===== src/rtl/spi_master_tx.sv =====
// spi_master_tx: vgaclk-domain full-duplex SPI master, MSB first, sck idle low, WIDTH-bit frames.
// Define SPI_CSN_EN to add an active-low chip select output (cs_n).
module spi_master_tx #(
    parameter int WIDTH = 32,
    parameter int DIV   = 4
) (
    input  logic             vgaclk,
    input  logic             reset,
    input  logic             start,
    input  logic [WIDTH-1:0] tx_data,
    output logic             busy,
    output logic             done,
    output logic [WIDTH-1:0] rx_data,
    output logic             sck,
    output logic             sdo,
    input  logic             sdi
`ifdef SPI_CSN_EN
    ,
    output logic             cs_n
`endif
);

    localparam int CW = $clog2(WIDTH) + 1;
    localparam int DW = (DIV > 1) ? $clog2(DIV) : 1;

    typedef enum logic [2:0] {
        IDLE,
        SETUP,
        HIGH,
        LOW,
        DONE
    } state_t;

    state_t           state_q;
    logic [WIDTH-1:0] txShift_q;
    logic [WIDTH-1:0] rxShift_q;
    logic [WIDTH-1:0] rxData_q;
    logic [CW-1:0]    bitCnt_q;
    logic [DW-1:0]    divCnt_q;
    logic             sck_q;
    logic             sdo_q;
    logic             busy_q;
    logic             done_q;
`ifdef SPI_CSN_EN
    logic             csN_q;
`endif

    logic divLast;
    assign divLast = (divCnt_q == DW'(DIV - 1));

    // SETUP, HIGH and LOW each last DIV cycles; the phase ends when divCnt_q wraps.
    // sdi is captured as sck falls, and sdo only moves as sck rises so it is
    // stable across the falling edge the slave samples on.
    always_ff @(posedge vgaclk or posedge reset) begin
        if (reset) begin
            state_q   <= IDLE;
            txShift_q <= '0;
            rxShift_q <= '0;
            rxData_q  <= '0;
            bitCnt_q  <= '0;
            divCnt_q  <= '0;
            sck_q     <= 1'b0;
            sdo_q     <= 1'b0;
            busy_q    <= 1'b0;
            done_q    <= 1'b0;
`ifdef SPI_CSN_EN
            csN_q     <= 1'b1;
`endif
        end else begin
            done_q <= 1'b0;
            case (state_q)
                IDLE: begin
                    if (start) begin
                        txShift_q <= tx_data;
                        sdo_q     <= tx_data[WIDTH-1];
                        bitCnt_q  <= '0;
                        divCnt_q  <= '0;
                        sck_q     <= 1'b0;
                        busy_q    <= 1'b1;
                        state_q   <= SETUP;
`ifdef SPI_CSN_EN
                        csN_q     <= 1'b0;
`endif
                    end
                end
                SETUP: begin
                    if (divLast) begin
                        divCnt_q <= '0;
                        sck_q    <= 1'b1;
                        state_q  <= HIGH;
                    end else begin
                        divCnt_q <= divCnt_q + 1'b1;
                    end
                end
                HIGH: begin
                    if (divLast) begin
                        divCnt_q  <= '0;
                        sck_q     <= 1'b0;
                        rxShift_q <= {rxShift_q[WIDTH-2:0], sdi};
                        bitCnt_q  <= bitCnt_q + 1'b1;
                        state_q   <= LOW;
                    end else begin
                        divCnt_q <= divCnt_q + 1'b1;
                    end
                end
                LOW: begin
                    if (divLast) begin
                        divCnt_q <= '0;
                        if (bitCnt_q == CW'(WIDTH)) begin
                            done_q   <= 1'b1;
                            busy_q   <= 1'b0;
                            rxData_q <= rxShift_q;
                            sck_q    <= 1'b0;
                            sdo_q    <= 1'b0;
                            state_q  <= DONE;
`ifdef SPI_CSN_EN
                            csN_q    <= 1'b1;
`endif
                        end else begin
                            sck_q     <= 1'b1;
                            txShift_q <= txShift_q << 1;
                            sdo_q     <= txShift_q[WIDTH-2];
                            state_q   <= HIGH;
                        end
                    end else begin
                        divCnt_q <= divCnt_q + 1'b1;
                    end
                end
                DONE: begin
                    state_q <= IDLE;
                end
                default: begin
                    state_q <= IDLE;
                end
            endcase
        end
    end

    assign busy    = busy_q;
    assign done    = done_q;
    assign rx_data = rxData_q;
    assign sck     = sck_q;
    assign sdo     = sdo_q;
`ifdef SPI_CSN_EN
    assign cs_n    = csN_q;
`endif

endmodule


===== config.mk =====
export PLATFORM = sky130hd
export DESIGN_NAME = spi_master_tx
export DESIGN_NICKNAME = d
export VERILOG_FILES = /design/src/rtl/spi_master_tx.sv
export SDC_FILE = /design/constraint.sdc
export NUM_CORES = 1
export LEC_CHECK = 0
export ABC_CLOCK_PERIOD_IN_PS = 5200
export BUFFER_PORTS_ARGS = -buffer_cell sky130_fd_sc_hd__buf_2
export CORE_AREA = 3 3 88 107
export DETAILED_ROUTE_END_ITERATION = 12
export DIE_AREA = 0 0 91 110
export PLACE_DENSITY = 0.77
export RECOVER_POWER = 25
export SKIP_CTS_REPAIR_TIMING = 1
export SYNTH_ARGS = -nofsm -noshare
export SYNTH_HDL_FRONTEND = slang
export SYNTH_SLANG_ARGS = --single-unit

===== constraint.sdc =====
create_clock -name vgaclk -period 5.2 [get_ports vgaclk]
set_input_delay 1.04 -clock vgaclk [delete_from_list [all_inputs] [get_ports vgaclk]]
set_output_delay 1.04 -clock vgaclk [all_outputs]
set_load 0.01 [all_outputs]

==> run_results.csv <==
group,metric,value,unit
final_layout,fin_nets,419,
global_routing,antenna_found_initial,0,
placement,routabilityCongestion,0.779,
sta,maxSlewHeadroom,-0.855,
global_routing,grt_remaining_overflow,0,
power,p_sw,0.727,mW
yosys,synth_fp_nets,352,
clock_tree,cts_buffer_depth,2,
setup_path,path_cells,"clkbuf_1 > clkinvlp_2 > buf_4",
yosys,synth_top_area_frac,0.584,
yosys,synth.avg_cell_area,15.1,µm²
sta,tightestPinTransition,2770,ps
placement,dp_worst_setup_slack,2520,ps
floorplanning,initial_core_util,0.553,
setup_path,critPathLaunch,"reset",
setup_path,worstSetupEndpointType,"async pin",
routing,final_antenna_net_count,0,
yosys,muxShareOfSynthArea,0.304,
sta,fin_setup_tns,0,ps
clock_tree,cts_tree,"built",
setup_path,rrSetupSlack,2930,ps
global_routing,grt_pass1_wl,12.7,mm
yosys,synth-simple-area-share,0.0396,
sta,fin_crit,2980,ps
routing,vias,2612,
clock_tree,clkLatencyLatePin,350,ps
setup_path,crit-reg2reg-capture,"bitCnt_q[5]",
sta,setup_viol,0,
setup_path,r2r_cells,5,
sta,worst_slack,2220,ps
clock_tree,htreeDepth,3,
clock_tree,cts_root_buf,"clkbuf_8",
clock_tree,clk_pin_slew,100,ps
placement,dp_cells,486,
flow_run,cap_violations,1,
sta,clock.fmax,336,MHz
placement,io_buffers,71,
setup_path,slowest_delay,1550,ps
floorplanning,pin_count,72,
yosys,yosysSeqAreaShare,0.584,
yosys,synth_top_family_by_area,"multiplexers",
setup_path,crit_fanout,65,
power,p_int,1.73,mW
global_routing,grt_usage,0.156,
status,failed_checks,"max-capacitance violations, max-slew violations",
setup_path,crit_end,"bitCnt_q[5]",
floorplanning,num_rows,37,
power,peakVddDrop,0.000238,V
clock_tree,clkSinkCount,110,
routing,via_per_inst,5.20,
final_layout,layout-drive-gt1-share,0.499,
setup_path,worst_ep_arrival_time,3430,ps
sta,fin_hold_ws,490,ps
yosys,synthAdderAreaFrac,0.00797,
final_layout,diodes,0,
floorplanning,die_w,91,µm
worst_hold_path,hold_path.class,"register to register",
floorplanning,core_area,0.00852,mm²
setup_path,startpoint_type,"input port",
yosys,synth-seq-cells,110,
power,power_frac_comb,0.317,
power,p_total,2.46,mW
placement,placed_cell_area,0.00511,mm²
floorplanning,die-height,110,µm
sta,finalCritPeriodShare,0.573,
placement,dp_hpwl,4.88,mm
final_layout,area_growth,12.5,%
sta,worst_clock_skew,17.4,ps
yosys,synth.distinct_cells,32,
yosys,synth_xor_area_frac,0.00743,
power,p_leak,2.66,nW
setup_path,crit_slowest_cell,"clkinvlp_2",
power,clkPwrFrac,0.197,
yosys,synth_compound_area_frac,0.0244,
setup_path,path_class,"input port to async pin",
routing,routedWlPerCell,14.7,µm
sta,drv_slew,66,
power,sw_frac_of_total,0.296,
final_layout,nFillCells,717,
routing,drc,0,
sta,finalHoldViolCount,0,
setup_path,crit_required,5650,ps
global_routing,grt_max_degree,66,
final_layout,finalInstanceArea,0.00530,mm²
final_layout,fin_util,0.622,
routing,drt-initial-drc-count,50,
global_routing,first_global_vias,2759,
routing,firstDrtPassIters,4,
floorplanning,dieArea,0.0100,mm²
yosys,synth_area_leaders,"dfrtp_1 (58%), mux2_2 (23%), mux2_1 (6.9%)",
clock_tree,cts_buffers,9,
yosys,yosysWarnings,0,
routing,wl,7.37,mm
yosys,synth_cells,313,
setup_path,r2r_start,"divCnt_q[0]",
status,outcome,"finished, violations left",
power,p_per_area,464,mW/mm²
power,p_seq_frac,0.487,
yosys,netlist_area,0.00471,mm²
sta,rsz0062_at_grt,"false",
final_layout,final_cells,502,
yosys,netlist.top_cell.by_area,"dfrtp_1",
[area by class of cell]
cell class / count / area (µm²) / area share
Clock buffer: 11 / 151 / 0.0286
Clock inverter: 5 / 41.3 / 0.00779
Inverter: 5 / 20.0 / 0.00378
Multi-Input combinational cell: 179 / 1800 / 0.340
Sequential cell: 110 / 2750 / 0.519
Tap cell: 117 / 146 / 0.0276
Timing Repair Buffer: 75 / 383 / 0.0723
[sequential cells by signal (all words and copies together) (netlist names)]
name and flops:
divCnt_q 2, rxShift_q 32, bitCnt_q 6, sdo 1, done 1, txShift_q 31
rx_data 32, busy 1, sck 1, state_q 3
[layout by cell type, fill, tap and decap left out, drive strengths merged, types with 2 or more instances in the layout]
master    synthesis  final
dfrtp           110    110
o21ai             5      5
inv               5      5
nor3              2      2
clkbuf            3     13
clkinv            0      2
nand3             3      3
buf              16     73
ha                3      3
a211oi            2      2
nor2              6      6
nand2             6      6
nand4             2      2
a21oi             3      3
mux2            127    127
and4              3      3
xor2              4      4
o21bai            2      2
clkinvlp          0      3
[critical path: cells and delay by family]
| kind | cells | cell delay (ps) |
|---|---|---|
| buf+inv | 3 | 2330 |
[power groups by stage]
stage	clock [mW]	combinational (mW)	sequential [mW]
floorplan	0	0.709	1.17
global placement	0	0.765	1.21
detailed placement	0	0.793	1.22
CTS	0.501	0.796	1.20
global route	0.529	0.871	1.23
finish	0.484	0.779	1.20
[kinds of logic (layout without fill, tap and decap cells)]
group	count (synthesis)	after routing
DFF	110	110
xor gates and xnor gates	4	4
and+or+nand+nor	28	28
adders and majority gates	3	3
muxes	127	127
buffers and inverters	24	96
AOI/OAI and AO/OA	17	17
[layer usage]
| layer | up-vias | share of wire | track usage | routed length [µm] |
|---|---|---|---|---|
| met5 | - | 0 | 0 | 0 |
| met4 | 0 | 0.0085 | 0.0506 | 63 |
| met3 | 6 | 0.053 | 0.0428 | 388 |
| met2 | 52 | 0.48 | 0.259 | 3540 |
| met1 | 1305 | 0.46 | 0.202 | 3380 |
| li1 | 1249 | - | - | - |
[worst min path at each step]
stage                   from       endpoint  slack, ps  depth (start not counted)
2_1_floorplan  txShift_q[29]  txShift_q[29]        450                          1
3_3_place_gp     rx_data[20]    rx_data[20]        470                          1
3_5_place_dp     rx_data[15]    rx_data[15]        470                          1
4_1_cts          rx_data[17]    rx_data[17]        500                          1
5_1_grt          rx_data[17]    rx_data[17]        500                          1
6_report         rx_data[19]    rx_data[19]        490                          1
[Yosys cell counts, drive strengths merged]
library cell  number
a22o               1
a211oi             2
and2b              1
and3               1
o31ai              1
nor2               6
o2bb2ai            1
mux2             127
xor2               4
nor4               1
nor2b              1
a21oi              3
clkbuf             3
inv                5
ha                 3
buf               16
o21bai             2
nor4b              1
o41ai              1
a21boi             1
nor3               2
nand3              3
dfrtp            110
nand2              6
and4bb             1
and4               3
o21ai              5
nand4              2
No activity file was read; power rests on OpenSTA's default activity.
